<file path="src/rtl/trace_stream_engine.sv">
// -----------------------------------------------------------------------------
// trace_stream_engine
//
// FPGA-side engine of the Data Trace Buffer.
//
// Trace mode packs 1..MAX_TRACES trace bits per cycle into WIDTH-bit words.
// Capture is armed, a rising edge on FPGA_TRIG_I marks the trigger word, and
// DELAY_I further words are stored before capture stops by itself.
// Stream mode fetches memory words through a pending/stream double buffer and
// hands them to the FPGA as num_trc-bit slices with a read/valid handshake.
//
// Ports
//   FPGA_CLK_I     clock
//   RST_I          synchronous active-high reset
//   EN_I           enable (level); low returns to IDLE
//   MODE_I         0 = trace, 1 = stream; latched when leaving IDLE
//   NTRACE_I       log2 of traces per cycle (clamped to MAX_TRACES)
//   DELAY_I        words stored after the trigger word; latched at trigger
//   EVENT_POS_O    bit position of the trigger sample inside its word
//   TRG_EVENT_O    sticky: trigger seen
//   TRG_DONE_O     post-trigger delay expired, capture halted
//   DATA_O         completed trace word (registered)
//   STORE_O        one-cycle strobe qualifying DATA_O
//   DATA_I         memory read data
//   REQ_O          one-cycle memory read request
//   LOAD_I         DATA_I valid strobe
//   OVERRUN_O      sticky: LOAD_I arrived with no request outstanding
//   FPGA_TRIG_I    trigger input
//   FPGA_TRACE_I   trace bits; only the low num_trc bits are used
//   FPGA_READ_I    stream consume
//   FPGA_STREAM_O  current stream slice, zero above num_trc
//   FPGA_TRIG_O    trace mode: TRG_DONE_O; stream mode: slice valid
// -----------------------------------------------------------------------------
module trace_stream_engine #(
    parameter int WIDTH       = 32,
    parameter int MAX_TRACES  = 8,
    parameter int NTRACE_BITS = 2,
    parameter int DELAY_BITS  = 8
) (
    input  logic                     FPGA_CLK_I,
    input  logic                     RST_I,
    input  logic                     EN_I,
    input  logic                     MODE_I,
    input  logic [NTRACE_BITS-1:0]   NTRACE_I,
    input  logic [DELAY_BITS-1:0]    DELAY_I,
    output logic [$clog2(WIDTH)-1:0] EVENT_POS_O,
    output logic                     TRG_EVENT_O,
    output logic                     TRG_DONE_O,
    output logic [WIDTH-1:0]         DATA_O,
    output logic                     STORE_O,
    input  logic [WIDTH-1:0]         DATA_I,
    output logic                     REQ_O,
    input  logic                     LOAD_I,
    output logic                     OVERRUN_O,
    input  logic                     FPGA_TRIG_I,
    input  logic [MAX_TRACES-1:0]    FPGA_TRACE_I,
    input  logic                     FPGA_READ_I,
    output logic [MAX_TRACES-1:0]    FPGA_STREAM_O,
    output logic                     FPGA_TRIG_O
);

    localparam int POS_W  = $clog2(WIDTH);
    localparam int CNT_W  = POS_W + 1;          // wide enough to hold WIDTH itself
    localparam int MT_LOG = $clog2(MAX_TRACES);

    typedef enum logic [2:0] {
        S_IDLE,
        S_ARMED,
        S_DELAY,
        S_DONE,
        S_STREAM
    } state_t;

    state_t                  state_q, state_d;
    logic                    mode_q, mode_d;
    logic [POS_W-1:0]        pos_q, pos_d;
    logic [WIDTH-1:0]        trace_q, trace_d;
    logic [WIDTH-1:0]        data_q, data_d;
    logic                    store_q, store_d;
    logic [POS_W-1:0]        evpos_q, evpos_d;
    logic                    trg_evt_q, trg_evt_d;
    logic                    trg_done_q, trg_done_d;
    logic                    trg_prev_q, trg_prev_d;
    logic [DELAY_BITS-1:0]   cnt_q, cnt_d;
    logic                    trg_open_q, trg_open_d;
    logic                    req_q, req_d;
    logic                    req_out_q, req_out_d;
    logic                    overrun_q, overrun_d;
    logic [WIDTH-1:0]        pend_q, pend_d;
    logic                    pend_full_q, pend_full_d;
    logic [WIDTH-1:0]        strm_q, strm_d;
    logic [POS_W-1:0]        spos_q, spos_d;
    logic                    vld_q, vld_d;

    logic [CNT_W-1:0]        num_trc;
    logic [POS_W-1:0]        last_pos;
    logic [POS_W-1:0]        pos_step;
    logic [WIDTH-1:0]        cap_word;
    logic [MAX_TRACES-1:0]   slice;
    logic                    trig_edge;
    logic                    wrap;
    logic                    swrap;
    logic                    drain;

    // Traces per cycle, clamped so NTRACE_I values beyond MAX_TRACES saturate.
    always_comb begin
        num_trc = CNT_W'(MAX_TRACES);
        if (int'(NTRACE_I) < MT_LOG) begin
            num_trc = CNT_W'(1) << NTRACE_I;
        end
    end

    // Positions are multiples of num_trc, so the last slot is WIDTH-num_trc and
    // adding num_trc there wraps exactly to zero in POS_W bits.
    assign last_pos = POS_W'(WIDTH - int'(num_trc));
    assign pos_step = POS_W'(num_trc);
    assign wrap     = (pos_q == last_pos);
    assign swrap    = (spos_q == last_pos);

    assign trig_edge = FPGA_TRIG_I & ~trg_prev_q;

    // Current word with this cycle's sample merged in; on a wrap this is the
    // completed word, so the final sample is never lost.
    always_comb begin
        cap_word = trace_q;
        for (int i = 0; i < MAX_TRACES; i++) begin
            if (CNT_W'(i) < num_trc) begin
                cap_word[pos_q + POS_W'(i)] = FPGA_TRACE_I[i];
            end
        end
    end

    always_comb begin
        slice = '0;
        for (int i = 0; i < MAX_TRACES; i++) begin
            if (CNT_W'(i) < num_trc) begin
                slice[i] = strm_q[spos_q + POS_W'(i)];
            end
        end
    end

    always_comb begin
        state_d     = state_q;
        mode_d      = mode_q;
        pos_d       = pos_q;
        trace_d     = trace_q;
        data_d      = data_q;
        store_d     = 1'b0;
        evpos_d     = evpos_q;
        trg_evt_d   = trg_evt_q;
        trg_done_d  = trg_done_q;
        trg_prev_d  = FPGA_TRIG_I;
        cnt_d       = cnt_q;
        trg_open_d  = trg_open_q;
        req_d       = 1'b0;
        req_out_d   = req_out_q;
        overrun_d   = overrun_q;
        pend_d      = pend_q;
        pend_full_d = pend_full_q;
        strm_d      = strm_q;
        spos_d      = spos_q;
        vld_d       = vld_q;
        drain       = 1'b0;

        if (!EN_I) begin
            // Sticky flags survive disable; they are cleared on the next arm.
            state_d     = S_IDLE;
            pos_d       = '0;
            trace_d     = '0;
            trg_open_d  = 1'b0;
            req_out_d   = 1'b0;
            pend_d      = '0;
            pend_full_d = 1'b0;
            strm_d      = '0;
            spos_d      = '0;
            vld_d       = 1'b0;
        end else begin
            case (state_q)
                S_IDLE: begin
                    mode_d     = MODE_I;
                    state_d    = MODE_I ? S_STREAM : S_ARMED;
                    trg_evt_d  = 1'b0;
                    trg_done_d = 1'b0;
                    overrun_d  = 1'b0;
                    evpos_d    = '0;
                    pos_d      = '0;
                end

                S_ARMED, S_DELAY: begin
                    trace_d = cap_word;
                    pos_d   = wrap ? '0 : pos_q + pos_step;
                    if (wrap) begin
                        data_d  = cap_word;
                        store_d = 1'b1;
                    end

                    if (state_q == S_ARMED) begin
                        if (trig_edge) begin
                            evpos_d   = pos_q;
                            trg_evt_d = 1'b1;
                            cnt_d     = DELAY_I;
                            state_d   = S_DELAY;
                            // A trigger on the wrap cycle completes its own
                            // word right now; otherwise that word is still open.
                            trg_open_d = ~wrap;
                            if (wrap && (DELAY_I == '0)) begin
                                state_d    = S_DONE;
                                trg_done_d = 1'b1;
                            end
                        end
                    end else if (wrap) begin
                        if (trg_open_q) begin
                            // Completion of the trigger word: no count consumed.
                            trg_open_d = 1'b0;
                            if (cnt_q == '0) begin
                                state_d    = S_DONE;
                                trg_done_d = 1'b1;
                            end
                        end else begin
                            // cnt_q is the number of delay words still owed,
                            // so the word that consumes the last one is final.
                            if (cnt_q <= DELAY_BITS'(1)) begin
                                state_d    = S_DONE;
                                trg_done_d = 1'b1;
                            end
                            if (cnt_q != '0) begin
                                cnt_d = cnt_q - DELAY_BITS'(1);
                            end
                        end
                    end
                end

                S_DONE: begin
                    state_d = S_DONE;
                end

                S_STREAM: begin
                    if (!pend_full_q && !req_out_q) begin
                        req_d     = 1'b1;
                        req_out_d = 1'b1;
                    end

                    if (!vld_q) begin
                        if (pend_full_q) begin
                            strm_d = pend_q;
                            spos_d = '0;
                            vld_d  = 1'b1;
                            drain  = 1'b1;
                        end
                    end else if (FPGA_READ_I) begin
                        if (swrap) begin
                            // Reload in the same cycle to avoid a valid bubble.
                            if (pend_full_q) begin
                                strm_d = pend_q;
                                spos_d = '0;
                                drain  = 1'b1;
                            end else begin
                                vld_d = 1'b0;
                            end
                        end else begin
                            spos_d = spos_q + pos_step;
                        end
                    end

                    if (drain) begin
                        pend_full_d = 1'b0;
                    end

                    // Accept after the drain so a load can land in a slot
                    // freed this same cycle.
                    if (LOAD_I) begin
                        if (req_out_q) begin
                            pend_d      = DATA_I;
                            pend_full_d = 1'b1;
                            req_out_d   = 1'b0;
                        end else begin
                            overrun_d = 1'b1;
                        end
                    end
                end

                default: begin
                    state_d = S_IDLE;
                end
            endcase
        end
    end

    always_ff @(posedge FPGA_CLK_I) begin
        if (RST_I) begin
            state_q     <= S_IDLE;
            mode_q      <= 1'b0;
            pos_q       <= '0;
            trace_q     <= '0;
            data_q      <= '0;
            store_q     <= 1'b0;
            evpos_q     <= '0;
            trg_evt_q   <= 1'b0;
            trg_done_q  <= 1'b0;
            trg_prev_q  <= 1'b0;
            cnt_q       <= '0;
            trg_open_q  <= 1'b0;
            req_q       <= 1'b0;
            req_out_q   <= 1'b0;
            overrun_q   <= 1'b0;
            pend_q      <= '0;
            pend_full_q <= 1'b0;
            strm_q      <= '0;
            spos_q      <= '0;
            vld_q       <= 1'b0;
        end else begin
            state_q     <= state_d;
            mode_q      <= mode_d;
            pos_q       <= pos_d;
            trace_q     <= trace_d;
            data_q      <= data_d;
            store_q     <= store_d;
            evpos_q     <= evpos_d;
            trg_evt_q   <= trg_evt_d;
            trg_done_q  <= trg_done_d;
            trg_prev_q  <= trg_prev_d;
            cnt_q       <= cnt_d;
            trg_open_q  <= trg_open_d;
            req_q       <= req_d;
            req_out_q   <= req_out_d;
            overrun_q   <= overrun_d;
            pend_q      <= pend_d;
            pend_full_q <= pend_full_d;
            strm_q      <= strm_d;
            spos_q      <= spos_d;
            vld_q       <= vld_d;
        end
    end

    assign EVENT_POS_O   = evpos_q;
    assign TRG_EVENT_O   = trg_evt_q;
    assign TRG_DONE_O    = trg_done_q;
    assign DATA_O        = data_q;
    assign STORE_O       = store_q;
    assign REQ_O         = req_q;
    assign OVERRUN_O     = overrun_q;
    assign FPGA_STREAM_O = slice;
    assign FPGA_TRIG_O   = mode_q ? vld_q : trg_done_q;

endmodule

</file>
<file path="config.mk">
export PLATFORM = sky130hd
export DESIGN_NAME = trace_stream_engine
export DESIGN_NICKNAME = d
export VERILOG_FILES = /design/src/rtl/trace_stream_engine.sv
export SDC_FILE = /design/constraint.sdc
export NUM_CORES = 1
export LEC_CHECK = 0
export BUFFER_PORTS_ARGS = -buffer_cell sky130_fd_sc_hd__clkbuf_2
export CORE_MARGIN = 8
export CORE_UTILIZATION = 25
export CTS_CLUSTER_DIAMETER = 30
export DETAILED_ROUTE_END_ITERATION = 8
export PLACE_DENSITY = 0.45
export SKIP_CTS_REPAIR_TIMING = 1
export SLEW_MARGIN = 20
export SYNTH_ARGS = -nofsm -noshare
export SYNTH_HDL_FRONTEND = slang
export SYNTH_SLANG_ARGS = --single-unit
</file>
<file path="constraint.sdc">
create_clock -name FPGA_CLK_I -period 4.69 [get_ports FPGA_CLK_I]
set_clock_uncertainty 0.1 [all_clocks]
set_input_delay 0 -clock FPGA_CLK_I [delete_from_list [all_inputs] [get_ports FPGA_CLK_I]]
set_output_delay 0 -clock FPGA_CLK_I [all_outputs]
set_load 0.01 [all_outputs]
</file>
==> run_results.csv <==
group,metric,value,unit
layout,final_common_cell,"nand2_1",
floorplanning,die-area,0.06046,mm²
sta,period_share,86.45,%
placed_design,dpl.hpwl,51860,µm
synthesis,synth_edf_count,0,
critical_path,critical_path_class,"reg2reg",
route,dr_wl_met3,5451,µm
power,power_switching_share,28.26,%
floorplanning,initial_core_util,25.19,%
sta,setup_violations,0,
clocking,insertion_delay,490,ps
clocking,htreeDepth,4,
clocking,cts_buffers,17,
min_path,hp-class,"in2reg",
floorplanning,die_width,245.9,µm
critical_path,path_max_fanout,28,
grt,antenna_found_initial,1,
synthesis,postSynthCellCount,1691,
layout,finalNetCount,1890,
route,viasPerCell,5.934,
sta,worstMarginPinSlew,1094,ps
route,drt-wirelength-per-cell,26.60,µm
sta,fmax,246.6,MHz
layout,area_growth,18.85,%
route,drt_iter0_drc,1705,
grt,grt_pass1_vias,14260,
synthesis,ys_seq_area_share,25.00,%
power,p_int,2.282,mW
grt,grt_pass1_wl,96790,µm
critical_path,critPathSlowestCell,"dfxtp_1",
layout,layout_common_cells,"nand2_1, dfxtp_1, a21oi_1, nor2_1, clkbuf_2",
power,pwr-share-seq,44.5,%
outcome,status,"finished clean",
synthesis,synth.top_cell.area_share,25.00,%
floorplanning,core,0.05245,mm²
power,clkPwrFrac,45.6,%
synthesis,syn_area,0.01321,mm²
synthesis,async_flop_share,0,%
route,drt_wl_total,66640,µm
placed_design,dp_cells,2425,
synthesis,syn-num-nets,1778,
sta,final_hold_viol_count,0,
route,ant_nets,0,
sta,rsz0062_at_grt,"no",
grt,grt_overflow,0,
floorplanning,fp.dieH,245.9,µm
clocking,root_buffer,"clkbuf_16",
critical_path,worst_ep_required_time,4930,ps
power,power.leakage,5.239,nW
critical_path,path_cells,"buf_4 -> a21oi_1 -> xnor2_1 -> nand2b_1 -> o221ai_1 -> a21oi_1 -> a211oi_1 -> o21ai_0",
synthesis,ys.flop_type,"dfxtp_1",
grt,grt_usage,21.46,%
critical_path,end_kind,"register",
critical_path,critPathBufInv,1,
critical_path,crit_arrival,4290,ps
grt,grt_max_degree,83,
sta,setup-tns-final,0,ps
layout,fillCellCount,5658,
power,power.density,202.6,mW/mm²
placed_design,place.gp.congestion,1.071,
critical_path,critPathLaunchType,"register",
power,ir_worst_vdd,0.3384,mV
route,wl_met2,29980,µm
synthesis,synth_warnings,0,
route,num_vias,14860,
floorplanning,fp-row-count,84,
clocking,cts.sinks,165,
route,dr.pass1.iters,9,
layout,utilization,29.94,%
layout,fin_cells,2505,
synthesis,synth_area_leader_cell,"dfxtp_1",
job,cap_violations,0,
synthesis,synth-seq-cells,165,
clocking,clk_pin_slew_worst_paths,80,ps
sta,period_minus_slack,4054,ps
power,power_frac_comb,9.8,%
sta,drv_slew,0,
route,top_layer,"met4",
critical_path,cpLargestDelayFamily,"compound AO/OA/AOI/OAI gates",
clocking,cts_tree,"done",
synthesis,synth.area.top_cells,"dfxtp_1, mux4_2, nand2_1",
synthesis,syn_avg_cell_area,7.813,µm²
power,switchingPower,899.0,µW
critical_path,crit_top_cell,"a21oi_1",
floorplanning,ios,108,
critical_path,max_stage_delay,1000,ps
sta,relSlewSlack,27.00,%
route,met1_length,27130,µm
placed_design,io_buffers,107,
route,drc,0,
clocking,clk_path_buf_depth,2,
layout,drive_gt1_share,17.46,%
synthesis,synth_cell_types,95,
[Yosys cell counts, types with 12 or more instances]
cell type,count
o211ai_1,19
nand2b_1,21
clkbuf_1,85
a31oi_1,12
a21o_1,15
o221ai_1,16
nand4_1,14
o21ai_0,50
inv_1,20
a22oi_1,31
mux2i_1,23
xnor2_1,26
nor2_1,144
nor2b_1,17
o32ai_1,28
o22ai_1,48
a222oi_1,19
xor2_1,15
a32oi_1,21
and3_1,16
a21oi_1,143
a211oi_1,27
ha_1,28
mux4_2,48
o21ai_1,21
nand3_1,40
nor3_1,54
o32a_1,14
dfxtp_1,165
a221oi_1,16
buf_2,38
nand2_1,263
[cell families (layout without fill, tap and decap cells)]
family | count (synthesis) | after routing | synth area share, %
buffers and inverters | 161 | 286 | 5.341
and+or+nand+nor | 642 | 642 | 22.48
DFF | 165 | 165 | 25.00
xor gates and xnor gates | 44 | 44 | 3.087
adders and majority gates | 30 | 30 | 2.955
other | 0 | 1 | 0
AOI/OAI and AO/OA | 570 | 570 | 30.52
muxes | 79 | 79 | 10.61
[path summary, 6_finish.rpt]
path	from	end	slack [ps]	depth (start not counted)
max reg2reg	pos_q[0]	trace_q[3]	640	8
min reg2reg	pend_q[27]	strm_q[27]	350	2
max	pos_q[0]	trace_q[3]	640	8
min	RST_I	mode_q	1	2
[per-layer routing]
layer	vias to the layer above	GRT usage [%]
met5	-	0
met4	0	12.60
met3	183	5.007
met2	775	33.44
met1	7241	26.81
li1	6665	-
[area by class of cell]
class                      count  area [µm²]  area share (%)
inverter                      22       87.58          0.5578
clock inverter                14       157.7           1.004
antenna                        1       2.502         0.01594
multi-input combinational   1365        9243           58.87
timing repair buffer         232        1604           10.22
clock buffer                  18       439.2           2.797
sequential                   165        3307           21.06
tap                          688       860.8           5.483
[worst register-to-register path, cell delays in order (launching register included)]
cell	delay, ps
dfxtp_1	1000
buf_4	340
a21oi_1	140
xnor2_1	630
nand2b_1	370
o221ai_1	340
a21oi_1	120
a211oi_1	680
o21ai_0	210
[registers in the layout, indices dropped and copies added, names as in the netlist, 3 cells and up]
| name | cells |
|---|---|
| DATA_O | 32 |
| EVENT_POS_O | 5 |
| cnt_q | 8 |
| pend_q | 32 |
| pos_q | 5 |
| spos_q | 5 |
| state_q | 3 |
| strm_q | 32 |
| trace_q | 32 |
[metrics by stage]
stage,hold slack (ps),area (µm²),total power [mW],setup WS [ps]
after floorplan,8.966,13210,1.599,1147
after global placement,123.0,14630,1.726,831.3
after detailed placement,127.6,14630,1.725,799.6
after CTS,-412.1,15230,3.205,767.0
after global routing,4.090,15700,3.315,547.1
final,1.415,15700,3.181,635.6
[power by group through the flow]
stage	clock network (mW)	registers [mW]	logic, mW
global route	1.57	1.42	0.331
detailed placement	0	1.45	0.276
floorplan	0	1.44	0.156
CTS	1.51	1.42	0.278
global placement	0	1.45	0.277
finish	1.45	1.42	0.313
(Power assumes the default switching activity.)
